File: config.mk
export PLATFORM = sky130hd
export DESIGN_NAME = keypad_entry_flat
export DESIGN_NICKNAME = d
export VERILOG_FILES = /design/src/rtl/keypad_entry_if.sv /design/src/rtl/keypad_entry.sv /design/src/flat_wrapper.sv
export SDC_FILE = /design/constraint.sdc
export NUM_CORES = 1
export LEC_CHECK = 0
export ABC_AREA = 1
export CAP_MARGIN = 40
export CORE_MARGIN = 2
export CORE_UTILIZATION = 58
export CTS_CLUSTER_DIAMETER = 50
export DETAILED_ROUTE_END_ITERATION = 10
export PLACE_DENSITY = 0.9
export SYNTH_ARGS = -nofsm -noshare
export SYNTH_HDL_FRONTEND = slang
export SYNTH_SLANG_ARGS = --single-unit
export TNS_END_PERCENT = 5
File: constraint.sdc
create_clock -name clock -period 4.6 [get_ports clock]
set_input_delay 0.92 -clock clock [delete_from_list [all_inputs] [get_ports clock]]
set_output_delay 0.92 -clock clock [all_outputs]
set_load 0.02 [all_outputs]
File: src/rtl/keypad_entry_if.sv
// Handshake bundle between the keypad scanner, keypad_entry and the processor.
// The slave modport is the keypad_entry side; master is the scanner/processor side.
interface keypad_entry_if;
  logic        keyReady;
  logic [31:0] keyRow;
  logic [31:0] keyCol;
  logic        entryAck;
  logic        scanEnable;
  logic [31:0] entryValue;
  logic        entryValid;
  logic [3:0]  digitCount;
  logic        keyPulse;
  logic [3:0]  keyCode;

  modport master (
    output keyReady, keyRow, keyCol, entryAck,
    input  scanEnable, entryValue, entryValid, digitCount, keyPulse, keyCode
  );

  modport slave (
    input  keyReady, keyRow, keyCol, entryAck,
    output scanEnable, entryValue, entryValid, digitCount, keyPulse, keyCode
  );
endinterface

File: src/rtl/keypad_entry.sv
// Decodes scanner key presses into a multi-digit decimal entry and hands it
// to the processor with a valid/ack handshake, gating the scanner meanwhile.
//
// state    | meaning
// ST_ENTRY | accepting keys, scanner enabled
// ST_DONE  | completed entry pending ack, scanner stopped, keys dropped
module keypad_entry #(
  parameter int MAX_DIGITS     = 6,
  parameter int HOLDOFF_CYCLES = 100000
) (
  input  logic          clock,
  input  logic          reset,
  keypad_entry_if.slave bus
);

  localparam int HOLD_BITS = ($clog2(HOLDOFF_CYCLES + 1) > 20) ? $clog2(HOLDOFF_CYCLES + 1) : 20;
  localparam logic [HOLD_BITS-1:0] HOLD_LOAD = HOLD_BITS'(HOLDOFF_CYCLES);
  localparam logic [3:0] MAX_CNT = 4'(MAX_DIGITS);
  localparam logic [3:0] CODE_STAR = 4'd10;
  localparam logic [3:0] CODE_HASH = 4'd11;

  typedef enum logic {
    ST_ENTRY = 1'b0,
    ST_DONE  = 1'b1
  } state_t;

  logic                 sync1_q, sync1_d;
  logic                 sync2_q, sync2_d;
  logic                 prev_q, prev_d;
  logic [HOLD_BITS-1:0] holdoff_q, holdoff_d;
  state_t               state_q, state_d;
  logic [31:0]          value_q, value_d;
  logic [3:0]           count_q, count_d;
  logic                 valid_q, valid_d;
  logic                 scan_q, scan_d;
  logic                 pulse_q, pulse_d;
  logic [3:0]           code_q, code_d;

  logic                 key_rise;
  logic                 key_ok;
  logic                 accept;
  logic [3:0]           key_code;
  logic [31:0]          value_x10;

  always_comb begin
    key_rise = sync2_q & ~prev_q;
    key_ok   = (bus.keyRow < 32'd4) && (bus.keyCol < 32'd3);

    key_code = 4'd0;
    case ({bus.keyRow[1:0], bus.keyCol[1:0]})
      4'b00_00: key_code = 4'd1;
      4'b00_01: key_code = 4'd2;
      4'b00_10: key_code = 4'd3;
      4'b01_00: key_code = 4'd4;
      4'b01_01: key_code = 4'd5;
      4'b01_10: key_code = 4'd6;
      4'b10_00: key_code = 4'd7;
      4'b10_01: key_code = 4'd8;
      4'b10_10: key_code = 4'd9;
      4'b11_00: key_code = CODE_STAR;
      4'b11_01: key_code = 4'd0;
      4'b11_10: key_code = CODE_HASH;
      default:  key_code = 4'd0;
    endcase

    // Edges seen during holdoff or while an entry is pending are lost, not queued.
    accept    = key_rise && key_ok && (holdoff_q == '0) && (state_q == ST_ENTRY);
    value_x10 = (value_q << 3) + (value_q << 1);

    sync1_d   = bus.keyReady;
    sync2_d   = sync1_q;
    prev_d    = sync2_q;
    state_d   = state_q;
    value_d   = value_q;
    count_d   = count_q;
    pulse_d   = accept;
    code_d    = accept ? key_code : code_q;

    if (accept) begin
      holdoff_d = HOLD_LOAD;
    end else if (holdoff_q != '0) begin
      holdoff_d = holdoff_q - HOLD_BITS'(1);
    end else begin
      holdoff_d = holdoff_q;
    end

    case (state_q)
      ST_ENTRY: begin
        if (accept) begin
          if (key_code == CODE_STAR) begin
            value_d = 32'd0;
            count_d = 4'd0;
          end else if (key_code == CODE_HASH) begin
            if (count_q != 4'd0) state_d = ST_DONE;
          end else if (count_q < MAX_CNT) begin
            value_d = value_x10 + {28'd0, key_code};
            count_d = count_q + 4'd1;
          end
        end
      end
      ST_DONE: begin
        if (bus.entryAck) begin
          state_d = ST_ENTRY;
          value_d = 32'd0;
          count_d = 4'd0;
        end
      end
      default: state_d = ST_ENTRY;
    endcase

    valid_d = (state_d == ST_DONE);
    scan_d  = (state_d == ST_ENTRY);
  end

  always_ff @(posedge clock) begin
    if (reset) begin
      sync1_q   <= 1'b0;
      sync2_q   <= 1'b0;
      prev_q    <= 1'b0;
      holdoff_q <= '0;
      state_q   <= ST_ENTRY;
      value_q   <= 32'd0;
      count_q   <= 4'd0;
      valid_q   <= 1'b0;
      scan_q    <= 1'b1;
      pulse_q   <= 1'b0;
      code_q    <= 4'd0;
    end else begin
      sync1_q   <= sync1_d;
      sync2_q   <= sync2_d;
      prev_q    <= prev_d;
      holdoff_q <= holdoff_d;
      state_q   <= state_d;
      value_q   <= value_d;
      count_q   <= count_d;
      valid_q   <= valid_d;
      scan_q    <= scan_d;
      pulse_q   <= pulse_d;
      code_q    <= code_d;
    end
  end

  assign bus.scanEnable = scan_q;
  assign bus.entryValue = value_q;
  assign bus.entryValid = valid_q;
  assign bus.digitCount = count_q;
  assign bus.keyPulse   = pulse_q;
  assign bus.keyCode    = code_q;

endmodule

File: src/flat_wrapper.sv
// flat-port wrapper written by rule: the top's interface ports become plain ports
module keypad_entry_flat 
#(
  parameter int MAX_DIGITS     = 6,
  parameter int HOLDOFF_CYCLES = 100000
)
  (clock, reset, bus_keyReady, bus_keyRow, bus_keyCol, bus_entryAck, bus_scanEnable, bus_entryValue, bus_entryValid, bus_digitCount, bus_keyPulse, bus_keyCode);
  keypad_entry_if bus_i ();
  input  logic clock;
  input  logic reset;
  input wire logic [$bits(bus_i.keyReady)-1:0] bus_keyReady;
  input wire logic [$bits(bus_i.keyRow)-1:0] bus_keyRow;
  input wire logic [$bits(bus_i.keyCol)-1:0] bus_keyCol;
  input wire logic [$bits(bus_i.entryAck)-1:0] bus_entryAck;
  output wire logic [$bits(bus_i.scanEnable)-1:0] bus_scanEnable;
  output wire logic [$bits(bus_i.entryValue)-1:0] bus_entryValue;
  output wire logic [$bits(bus_i.entryValid)-1:0] bus_entryValid;
  output wire logic [$bits(bus_i.digitCount)-1:0] bus_digitCount;
  output wire logic [$bits(bus_i.keyPulse)-1:0] bus_keyPulse;
  output wire logic [$bits(bus_i.keyCode)-1:0] bus_keyCode;
  assign bus_i.keyReady = bus_keyReady;
  assign bus_i.keyRow = bus_keyRow;
  assign bus_i.keyCol = bus_keyCol;
  assign bus_i.entryAck = bus_entryAck;
  assign bus_scanEnable = bus_i.scanEnable;
  assign bus_entryValue = bus_i.entryValue;
  assign bus_entryValid = bus_i.entryValid;
  assign bus_digitCount = bus_i.digitCount;
  assign bus_keyPulse = bus_i.keyPulse;
  assign bus_keyCode = bus_i.keyCode;
  keypad_entry #(.MAX_DIGITS(MAX_DIGITS), .HOLDOFF_CYCLES(HOLDOFF_CYCLES)) u_core (.clock(clock), .reset(reset), .bus(bus_i));
endmodule
# Word level (Yosys, flattened, before mapping)
# Memory sizes are Yosys's and may differ from the RTL's.
# Index checks and enable logic that the tools add are counted.
[totals] word_cells=59 ram_bits=0 inputBits=68 out_inout_bits=43 latch_bits=0 rom_bits=64 n_memories=1 reg_bits=66
[memory_table] memory="(name not given)" depth=16 word_bits=4 rd=1 rd_ports_with_merged_regs=0 wr=0 line_no="keypad_entry.sv:50" text="case ({bus.keyRow[1:0], bus.keyCol[1:0]})"
[op_classes] shift=0 bitwise_logic=4 multipliers=0 div=0 order_cmp=3 reduce_logical=10 mux=20 n_eq_ne=6 addsub=4
[ops] op="32-bit two-way mux" n=5
[ops] op="32-bit case mux with 2 select lines" n=1
[ops] op="17-bit two-way mux" n=2
[ops] op="32-bit adder" n=1
[ops] op="32-bit by 4-bit adder with 32-bit output" n=1
[ops] op="32-bit by 2-bit less-than comparator with 1-bit output, second input constant" n=1
[ops] op="32-bit by 3-bit less-than comparator with 1-bit output, second input constant" n=1
[ops] op="20-bit zero test" n=1
[ops] op="4-bit two-way mux" n=5
[ops] op="20-bit nonzero test" n=1
[ops] op="20-bit by 1-bit subtractor with 20-bit output, second input constant" n=1
[ops] op="4-bit == test, second input constant" n=2
[ops] op="4-bit case mux with 2 select lines" n=1
[ops] op="3-bit != test, second input constant" n=2
[ops] op="1-bit two-way mux" n=5
[ops] op="4-bit by 1-bit adder with 4-bit output, second input constant" n=1
[ops] op="1-bit logical AND" n=4
[ops] op="4-bit by 3-bit less-than comparator with 1-bit output, second input constant" n=1
[ops] op="4-bit AND reduction" n=1
[ops] op="4-bit nonzero test" n=1
[ops] op="1-bit NOT" n=3
[ops] op="2-bit by 1-bit != test with 1-bit output, second input constant" n=1
[ops] op="2-bit != test, second input constant" n=1
[ops] op="1-bit case mux with 2 select lines" n=1
[ops] op="other kinds (3)" n=3

# Longest topological paths before layout
[depth] word_depth=8 mapped_depth=22 depth_no_buf=22

# Worst setup path before layout
# No wires, ideal clock.
[synth_timing] path_kind="input port to flip-flop" startpoint="input bus_keyCol[0]" endpoint="register u_core.value_q[18], in the netlist u_core.bus.entryValue[18]" path_slack_ns=1.225 n_path_buf=0 setup_time_ns=0.113 path_stages=19 arrival_ns=3.262 cell_sequence="inv_1 ha_1 inv_1 nand2_2 nand3_1 fa_1 inv_1 fa_1 nand2_1 nand2_1 nand3_1 nand2_1 nand3_1 nand2_1 or2_2 nand3_1 nand2_1 nand2_1 nor2_1"
[synth_via] elab_chain_len=7 elab_cells_between_ends=18 cone_classes="1 x add/sub; 1 x order compare; 5 x eq/ne; 5 x mux; 5 x reduce/logical; 1 x memory"
[synth_rtl] element="from (decl)" line_no="flat_wrapper.sv:13" text="input wire logic [$bits(bus_i.keyCol)-1:0] bus_keyCol;"
[synth_rtl] element="memory 16 x 4 bit / 32-bit by 2-bit less-than comparator with 1-bit output (equally long branches)"
[synth_rtl] element="32-bit by 4-bit adder with 32-bit output / 1-bit logical AND (equally long branches)" line_no="keypad_entry.sv:96, keypad_entry.sv:47"
[synth_rtl] element="32-bit two-way mux / 1-bit logical AND (equally long branches)" line_no="keypad_entry.sv:95, keypad_entry.sv:67"
[synth_rtl] element="32-bit two-way mux / 1-bit logical AND (equally long branches)" line_no="keypad_entry.sv:93, keypad_entry.sv:67"
[synth_rtl] element="32-bit two-way mux / 1-bit logical AND (equally long branches)" line_no="keypad_entry.sv:90, keypad_entry.sv:67"
[synth_rtl] element="32-bit two-way mux / 2-bit by 1-bit != test with 1-bit output (equally long branches)"
[synth_rtl] element="32-bit case mux with 2 select lines / 4-bit AND reduction (equally long branches)"
[synth_rtl] element="to (signal assigned)" line_no="keypad_entry.sv:134" text="value_q <= value_d;"
[synth_rtl] element="to (decl)" line_no="keypad_entry.sv:32" text="logic [31:0] value_q, value_d;"
# Parallel ways exist; a longest one is shown, timed or not. The select of a mux whose other input is x is not followed.
# A chain may end at the register's enable or synchronous reset.

# Worst setup path in the final report
[layout_timing] startpoint="input bus_keyCol[0]" endpoint="register u_core.value_q[28], in the netlist u_core.bus.entryValue[28]"
# The elaborated chain is that of the path after synthesis.

==> reports/results.ini <==
[sta]
finClkSkew_ps=11.53
setup_tns_ps=0
fmax_mhz=262.6
period_needed_ps=3808
rsz0062_at_grt=no
slew_viol_final=0
worst_pin_slew_ps=677.7
setup_viol=0
hold_viol=0
min_period_over_period_pct=82.79
relSlewSlack_pct=54.82

[clock_tree]
post-cts-setup-buffer-count=0
root_buffer=clkbuf_8
cts.sinks=66
cts_hold_buf=0
cts_tree=done
clk_latency_ps=360
clockBufferDepth=2
numCtsBuffers=9
cts_max_level=3
cts_resized=0
clk_pin_slew_ps=80

[synth]
synth_fa_ha_area_share_pct=13.87
synth-simple-area-share_pct=41.76
synth_edf_count=0
synth_nets=1139
async_reset_ff_share_pct=0
synth_top_family_by_area=simple AND/OR/NAND/NOR gates
syn_inst=1004
ys.flop_type=dfxtp_1
ys_ff_latch=66
synth_area_sq_mm=0.006151
synth-compound-area-share_pct=7.364
yosysWarnings=0
avgSynthCellArea_sq_um=6.126
yosysUniqueCellTypes=42
seq_area_frac_synth_pct=21.48
synthXorXnorAreaFrac_pct=2.990
synthMuxAreaShare_pct=0

[cells_and_area]
final_cells=1254
finalNetCount=1248
drive_gt1_share_pct=7.424
final_cell_area_sq_mm=0.007564
antenna_cells=0
areaGrowthSynthToFinish_pct=22.97
final_util_pct=73.26

[grt]
grt_max_degree=38
grt_pass1_wl_um=27250
grt_use_total_pct=29.73
grt_pass1_vias=6020
antenna_found_initial=0
overflow=0

[floorplan]
ios=111
start_util_pct=59.58
core-area_sq_mm=0.01032
die_height_um=107.0
rows=37
die-area_sq_mm=0.01144
die_w_um=107.0

[hold_path]
min_path_type=reg -> reg
hp-start=u_core.sync1_q

[power_and_ir_drop]
p_per_area_mw_per_mm2=278.1
p_leak_nw=3.896
max-vdd-ir-drop_uv=226.5

[worst_setup_path]
slowest_stage=clkdlybuf4s50_1
start_kind=input pin
crit_fanout=5
cpMostUsedCell=nand2_1
cp.required_ps=4830
criticalPathCategory=in -> reg
crit_start=bus_keyCol[0]
cp_cell_sequence=clkdlybuf4s50_1, inv_1, ha_1, inv_1, nand2_2, nand3_1, fa_1, inv_1, fa_1, nand2_1, nand2_1, nand3_1, nand2_1, nand2_1, nand2_1, nand2_1, nand3_1, nand2_1, nor2_1, nor2_1, nor2_1
arrival_ps=4040
endpoint_kind=flip-flop
r2r-start=u_core.bus.entryValue[0]
worst_path_largest_cell_delay_ps=530

[place]
place.gp.congestion=0.9842
portBuffers=110
dp.cells=1238
post-dp-hpwl_um=12850
placed_area_sq_mm=0.007313

[drt]
wirelength_um=16630
dr.pass1.iters=5
drtIter0Drc=322
viasPerCell=5.136
wl_per_cell_um=13.26
drcViolationCount=0
final_antenna_net_count=0
num_vias=6440

[job]
max_cap_violations=0

[run_status]
status=finished clean

## layout by cell type (no fill, tap or decap), types with 4 or more instances in the layout
| cell type | n |
|---|---|
| o21ai_0 | 10 |
| a21oi_2 | 20 |
| clkbuf_8 | 10 |
| nand2_2 | 4 |
| nand4_1 | 10 |
| o21ai_1 | 4 |
| nand3_2 | 19 |
| inv_1 | 165 |
| clkdlybuf4s50_1 | 109 |
| nor3_1 | 11 |
| nor2_1 | 167 |
| a21oi_1 | 28 |
| inv_2 | 4 |
| nand3b_1 | 4 |
| xor2_1 | 11 |
| ha_1 | 65 |
| nand3_1 | 44 |
| nor2_2 | 4 |
| nand2_1 | 318 |
| dfxtp_1 | 66 |
| xnor2_1 | 10 |
## sequential cells by signal (all words and copies together) (netlist names)
| register | count |
|---|---|
| u_core.bus.digitCount | 4 |
| u_core.bus.entryValue | 32 |
| u_core.bus.keyCode | 4 |
| u_core.bus.keyPulse | 1 |
| u_core.bus.scanEnable | 1 |
| u_core.holdoff_q | 20 |
| u_core.prev_d | 1 |
| u_core.prev_q | 1 |
| u_core.state_q | 1 |
| u_core.sync1_q | 1 |
## synthesized netlist by cell type, types with 2 or more instances
cell | count | share of area (%)
nand2_1 | 318 | 19
nor2_1 | 167 | 10
inv_1 | 165 | 10
dfxtp_1 | 66 | 21
ha_1 | 65 | 13
nand3_1 | 44 | 3.6
a21oi_1 | 28 | 2.3
a21oi_2 | 20 | 2.8
nand3_2 | 19 | 3.1
nor3_1 | 11 | 0.89
xor2_1 | 11 | 1.6
nand4_1 | 10 | 1.0
o21ai_0 | 10 | 0.81
xnor2_1 | 10 | 1.4
clkbuf_1 | 5 | 0.31
buf_6 | 4 | 0.73
inv_2 | 4 | 0.24
nand2_2 | 4 | 0.41
nand3b_1 | 4 | 0.49
nor2_2 | 4 | 0.41
o21ai_1 | 4 | 0.33
buf_2 | 3 | 0.24
nor2_4 | 3 | 0.55
or2_2 | 3 | 0.31
a21o_1 | 2 | 0.24
buf_12 | 2 | 0.65
fa_1 | 2 | 0.65
nor3b_1 | 2 | 0.24
## logic make-up after synthesis
logic type                 after synthesis
buffers and inverters                  186
and+or+nand+nor                        594
adders and majority gates               67
xor gates and xnor gates                21
DFF                                     66
AOI/OAI and AO/OA                       70
## per-stage QoR
stage	hold slack, ps	setup slack [ps]	total power [mW]
floorplan	388.3	1225	1.274
global placement	390.1	487.3	1.429
detailed placement	405.7	427.2	1.447
CTS	416.6	792.1	2.096
global route	444.1	536.6	2.223
finish	415.4	791.6	2.104
## final timing paths
check                           slack, ps  cells past startpoint                   endpoint
worst max-delay path                  790                     21  u_core.bus.entryValue[28]
worst min-delay path                  420                      2              u_core.prev_d
worst max register to register       1940                     16  u_core.bus.entryValue[28]
worst min register to register        420                      2              u_core.prev_d
## report_power, final
part	total, mW	internal (mW)	switching (mW)
sequential	0.714	0.644	0.0694
combinational	0.747	0.303	0.445
clock	0.643	0.377	0.266
## per-layer routing
layer	track usage, %	part of all wire, %	wire, um	vias up
met5	0	0	0	-
met4	11.04	2.5	408	0
met3	5.350	9.2	1522	32
met2	51.73	45	7463	263
met1	36.56	44	7237	2818
li1	-	-	-	3327
## cell type report
| class | count | area (sq um) |
|---|---|---|
| Multi-Input combinational cell | 752 | 4059 |
| Fill cell | 895 | 2760 |
| Sequential cell | 66 | 1321 |
| Timing Repair Buffer | 113 | 1119 |
| Inverter | 171 | 644.4 |
| Tap cell | 136 | 170.2 |
| Clock buffer | 10 | 137.6 |
| Clock inverter | 6 | 112.6 |
## critical path, delay by kind of cell
family                     cells  cell delay, ps
adders and majority gates      3            1210
buffers and inverters          4             720
and+or+nand+nor               14            1190
No activity file was read; power rests on OpenSTA's default activity.
